### src/rtl/fp_subtractor_seq.sv
// Multi-cycle IEEE-754 single-precision subtractor (A - B) with start/done handshake.
// Truncating, denormals flushed to zero; exact zero results are returned as 32'h80000000.
module fp_subtractor_seq #(
  parameter int WIDTH = 32,
  parameter int EXP_W = 8,
  parameter int MAN_W = 23
) (
  input  logic             clk,
  input  logic             rst,
  input  logic             start,
  input  logic [0:WIDTH-1] in_data_A,
  input  logic [0:WIDTH-1] in_data_B,
  output logic             busy,
  output logic [0:WIDTH-1] out_data,
  output logic             done,
  output logic             overflow,
  underflow
);

  typedef enum logic [2:0] {S_IDLE, S_ALIGN, S_SUB, S_NORM, S_PACK, S_DONE} state_t;

  localparam logic signed [EXP_W+1:0] EXP_ONE = 1;
  localparam logic signed [EXP_W+1:0] EXP_MAX = 254;
  localparam logic [EXP_W-1:0]        SH_MAX  = EXP_W'(MAN_W + 1);
  localparam logic [4:0]              NORM_LAST = 5'(MAN_W);

  state_t                   st;
  logic [WIDTH-1:0]         a_reg, b_reg;
  logic [MAN_W:0]           ma, mb;
  logic                     sa, sb, sgn;
  logic [MAN_W+1:0]         m;
  logic signed [EXP_W+1:0]  exp_r;
  logic [4:0]               cnt;

  logic [EXP_W-1:0] ea, eb, diff, big_e;
  logic [MAN_W:0]   fa, fb, small_m, small_sh;
  logic             a_big;

  // Alignment: the smaller-exponent operand is shifted right in one step, shifted-out bits dropped.
  always_comb begin
    ea       = a_reg[WIDTH-2 -: EXP_W];
    eb       = b_reg[WIDTH-2 -: EXP_W];
    fa       = (ea == '0) ? '0 : {1'b1, a_reg[MAN_W-1:0]};
    fb       = (eb == '0) ? '0 : {1'b1, b_reg[MAN_W-1:0]};
    a_big    = (ea >= eb);
    diff     = a_big ? (ea - eb) : (eb - ea);
    big_e    = a_big ? ea : eb;
    small_m  = a_big ? fb : fa;
    small_sh = (diff > SH_MAX) ? '0 : (small_m >> diff);
  end

  always_ff @(posedge clk or posedge rst) begin
    if (rst) begin
      st        <= S_IDLE;
      a_reg     <= '0;
      b_reg     <= '0;
      ma        <= '0;
      mb        <= '0;
      sa        <= 1'b0;
      sb        <= 1'b0;
      sgn       <= 1'b0;
      m         <= '0;
      exp_r     <= '0;
      cnt       <= '0;
      busy      <= 1'b0;
      done      <= 1'b0;
      out_data  <= '0;
      overflow  <= 1'b0;
      underflow <= 1'b0;
    end else begin
      case (st)
        S_IDLE: begin
          if (start) begin
            a_reg <= in_data_A;
            b_reg <= {~in_data_B[0], in_data_B[1:WIDTH-1]};
            busy  <= 1'b1;
            st    <= S_ALIGN;
          end
        end
        S_ALIGN: begin
          ma    <= a_big ? fa : small_sh;
          mb    <= a_big ? small_sh : fb;
          exp_r <= {2'b00, big_e};
          sa    <= a_reg[WIDTH-1];
          sb    <= b_reg[WIDTH-1];
          st    <= S_SUB;
        end
        S_SUB: begin
          if (sa == sb) begin
            m   <= {1'b0, ma} + {1'b0, mb};
            sgn <= sa;
          end else if (ma >= mb) begin
            m   <= {1'b0, ma - mb};
            sgn <= sa;
          end else begin
            m   <= {1'b0, mb - ma};
            sgn <= sb;
          end
          cnt <= '0;
          st  <= S_NORM;
        end
        S_NORM: begin
          if (m[MAN_W+1]) begin
            m     <= m >> 1;
            exp_r <= exp_r + EXP_ONE;
            st    <= S_PACK;
          end else if (m == '0 || m[MAN_W] || cnt == NORM_LAST) begin
            st <= S_PACK;
          end else begin
            m     <= m << 1;
            exp_r <= exp_r - EXP_ONE;
            cnt   <= cnt + 5'd1;
          end
        end
        S_PACK: begin
          if (m == '0) begin
            out_data  <= {1'b1, {(WIDTH-1){1'b0}}};
            overflow  <= 1'b0;
            underflow <= 1'b0;
          end else if (exp_r > EXP_MAX) begin
            out_data  <= {sgn, {EXP_W{1'b1}}, {MAN_W{1'b0}}};
            overflow  <= 1'b1;
            underflow <= 1'b0;
          end else if (exp_r < EXP_ONE) begin
            out_data  <= '0;
            overflow  <= 1'b0;
            underflow <= 1'b1;
          end else begin
            out_data  <= {sgn, exp_r[EXP_W-1:0], m[MAN_W-1:0]};
            overflow  <= 1'b0;
            underflow <= 1'b0;
          end
          busy <= 1'b0;
          done <= 1'b1;
          st   <= S_DONE;
        end
        S_DONE: begin
          done <= 1'b0;
          st   <= S_IDLE;
        end
        default: st <= S_IDLE;
      endcase
    end
  end

endmodule

### config.mk
export PLATFORM = sky130hd
export DESIGN_NAME = fp_subtractor_seq
export DESIGN_NICKNAME = d
export VERILOG_FILES = /design/src/rtl/fp_subtractor_seq.sv
export SDC_FILE = /design/constraint.sdc
export NUM_CORES = 1
export LEC_CHECK = 0
export ABC_AREA = 1
export BUFFER_PORTS_ARGS = -buffer_cell sky130_fd_sc_hd__buf_2
export CAP_MARGIN = 10
export CORE_ASPECT_RATIO = 0.5
export CORE_UTILIZATION = 50
export DETAILED_ROUTE_END_ITERATION = 10
export PLACE_DENSITY = 0.7
export REMOVE_ABC_BUFFERS = 1
export SLEW_MARGIN = 20
export SYNTH_ARGS = -nofsm -noshare
export SYNTH_HDL_FRONTEND = slang
export SYNTH_SLANG_ARGS = --single-unit
### constraint.sdc
create_clock -name clk -period 6.7 [get_ports clk]
set_clock_uncertainty 0.1 [all_clocks]
set_input_delay 1.005 -clock clk [delete_from_list [all_inputs] [get_ports clk]]
set_output_delay 1.005 -clock clk [all_outputs]
set_load 0.01 [all_outputs]
==> impl_metrics.env <==
export IMPL_startpoint_type="flip-flop"
export IMPL_synth_cell_types=51
export IMPL_drive_above_1_share=0.09185
export IMPL_antenna_found_initial=0
export IMPL_r2r_worst_path_cells=17
export IMPL_critPathMostFrequentCell="nand2_1"
export IMPL_cts_root_buf="clkbuf_16"
export IMPL_cp_required_ns=6.98
export IMPL_timing_rr_end="mb[21]$_DFFE_PP0P_"
export IMPL_hp_start="busy$_DFFE_PP0P_"
export IMPL_ys_async_sr_fraction=1.000
export IMPL_wl_um=49100
export IMPL_synth_edf_count=0
export IMPL_period_minus_slack_ns=4.800
export IMPL_worst_path_buf_inv=3
export IMPL_route_detailed_drc=0
export IMPL_maxCapViolCount=0
export IMPL_grt_max_degree=126
export IMPL_cts_buffers=17
export IMPL_core_um2=30520
export IMPL_ant_nets=0
export IMPL_hold_path_depth=2
export IMPL_status="finished clean"
export IMPL_cts_tree="yes"
export IMPL_rsz0062_at_grt="no"
export IMPL_synthSimpleGateAreaFrac=0.2724
export IMPL_postCtsHoldBufs=0
export IMPL_clk_path_buf_depth=2
export IMPL_die_y_um=127.0
export IMPL_fin_ws_ns=1.900
export IMPL_antennaDiodeCount=0
export IMPL_crit_path_top_delay_cell="nand3_4"
export IMPL_postSynthCellCount=2303
export IMPL_crit_family="simple AND/OR/NAND/NOR gates"
export IMPL_cp_arrival_ns=5.08
export IMPL_synth_compound_area_frac=0.1918
export IMPL_avgSynthCellArea_um2=6.782
export IMPL_num_vias=15630
export IMPL_fin_nets=2479
export IMPL_synthXorXnorAreaFrac=0.02804
export IMPL_crit_fanout=67
export IMPL_end_kind="flip-flop"
export IMPL_clk_pin_slew_ns=0.08
export IMPL_cts_max_level=4
export IMPL_synth_top_family_by_area="simple AND/OR/NAND/NOR gates"
export IMPL_rows=45
export IMPL_rr_startpoint="a_reg[28]$_DFFE_PP0P_"
export IMPL_cts_sinks=194
export IMPL_ios=103
export IMPL_die_width_um=252.0
export IMPL_syn_area_um2=15620
export IMPL_ys_seq_area_frac=0.3108
export IMPL_fillers=3133
export IMPL_hold_viol=0
export IMPL_crit_type="flip-flop to flip-flop"
export IMPL_max_slew_margin=0.3044
export IMPL_first_global_vias=14050
export IMPL_synthMuxAreaShare=0.02011
export IMPL_synth_seq_cells=194
export IMPL_grt_use_total=0.3106
export IMPL_syn_to_final_growth_pct=7.755
export IMPL_yosysWarnings=0
export IMPL_postCtsSetupRepairBufs=0
export IMPL_cts_resized_gates=0
export IMPL_fin_setup_tns_ns=0
export IMPL_gp_congestion=0.9938
export IMPL_finalCritPeriodShare=0.7164
export IMPL_setup_viol=0
export IMPL_pre_cts_ws_ns=2.027
export IMPL_synthFlopType="dfrtp_1"
export IMPL_synthAdderAreaFrac=0.07851
export IMPL_final_cell_count_no_fill=2753
export IMPL_firstDrtPassIters=8
export IMPL_hold_path_class="flip-flop to flip-flop"
export IMPL_dp_cells=2721
export IMPL_start_util=0.5118
export IMPL_drt_initial_drc_count=1630
export IMPL_dpl_hpwl_um=37790
export IMPL_clkLatencyLatePin_ns=0.46
export IMPL_max_freq_ghz=0.2084
export IMPL_grt_overflow=0
export IMPL_drv_slew=0
export IMPL_hold_end="busy$_DFFE_PP0P_"
export IMPL_drt_vias_per_instance=5.677
export IMPL_wl_per_cell_um=17.84
export IMPL_path_cells="inv_1 > ha_1 > nand2_1 > nand2_1 > a21oi_2 > nand3_4 > nand2_1 > nand2_1 > inv_2 > nand3_2 > nand3_2 > nand4_4 > nor2_2 > inv_2 > or2_1 > a21oi_1 > o21bai_1"
export IMPL_grt_pass1_wl_um=77760
export IMPL_critPathMaxStageDelay_ns=0.59
export IMPL_tightest_slew_ns=1.041
export IMPL_rrSetupSlack_ns=1.90
export IMPL_die_area_um2=31990
export IMPL_port_buffers=102
## layout make-up
class                           instances  area [um^2]  area share
Clock buffer                           18        439.2     0.02609
Multi-Input combinational cell       1721         9268      0.5507
Inverter                              268         1013     0.06022
Timing Repair Buffer                  115        608.1     0.03613
Sequential cell                       194         4855      0.2885
Tap cell                              423        529.3     0.03145
Clock inverter                         14        117.6    0.006988
## worst max path at each step
stage,depth (start not counted),startpoint,to,slack (ns)
after CTS,17,a_reg[28]$_DFFE_PP0P_,mb[21]$_DFFE_PP0P_,2.01
final,17,a_reg[28]$_DFFE_PP0P_,mb[21]$_DFFE_PP0P_,1.90
after detailed placement,17,a_reg[28]$_DFFE_PP0P_,mb[21]$_DFFE_PP0P_,2.03
after global placement,17,a_reg[28]$_DFFE_PP0P_,mb[21]$_DFFE_PP0P_,2.12
after floorplan,1,rst,a_reg[0]$_DFFE_PP0P_,0.31
after global routing,19,a_reg[23]$_DFFE_PP0P_,mb[21]$_DFFE_PP0P_,1.41
## stage by stage
stage            util  hold slack (ns)  area [um^2]
2_1_floorplan       -           0.3434        15090
3_3_place_gp   0.5331           0.3517        16270
3_5_place_dp   0.5331           0.3574        16270
4_1_cts        0.5513           0.3794        16820
5_1_grt        0.5515           0.3976        16830
6_report       0.5515           0.3755        16830
## cell families (layout without fill, tap and decap cells)
group           count (synthesis)  in the layout
xor+xnor                       50             50
mux                            28             28
compound gates                544            544
fa+ha+maj                      95             95
buf+inv                       388            415
simple gates                 1004           1004
flops                         194            194
## layer usage
metal | track usage | wire (um)
met5 | 0 | 0
met4 | 0.05561 | 501
met3 | 0.05155 | 4271
met2 | 0.4288 | 19340
met1 | 0.5013 | 24990
## worst reg2reg max path: cells and delay by family (launching register included)
kind	cells	cell delay, ns
AOI/OAI and AO/OA	3	0.50
and+or+nand+nor	10	2.57
DFF	1	0.35
adders and majority gates	1	0.40
buffers and inverters	3	0.78
## cell usage in the layout (no fill, tap or decap), drive strengths merged, types with 6 or more instances in the layout
cell / netlist / layout
a21oi: 222 / 222
inv: 266 / 275
o21ai: 207 / 207
clkinv: 2 / 6
a21o: 7 / 7
buf: 44 / 115
dfrtp: 194 / 194
xnor2: 8 / 8
a31oi: 17 / 17
o211ai: 25 / 25
nand3: 188 / 188
nor3: 15 / 15
clkbuf: 76 / 18
mux2: 27 / 27
xor2: 42 / 42
ha: 90 / 90
o22ai: 28 / 28
nand4: 34 / 34
nor2: 193 / 193
nand2: 553 / 553
a22oi: 18 / 18
nor4: 8 / 8
or2: 6 / 6
## synth_stat cells, types with 27 or more instances
library cell  instances  area share
nor2_1              188       0.045
dfrtp_1             194        0.31
mux2_2               27       0.019
a21oi_1             220       0.070
o21ai_0             191       0.061
xor2_1               42       0.024
nand4_1              33       0.013
inv_1               258       0.062
ha_1                 90       0.072
clkbuf_1             76       0.018
o22ai_1              28       0.011
nand3_1             182       0.058
nand2_1             547        0.13
Power is not shown: default switching activity piles up to over one toggle a cycle in this logic, so the estimate is an artifact.
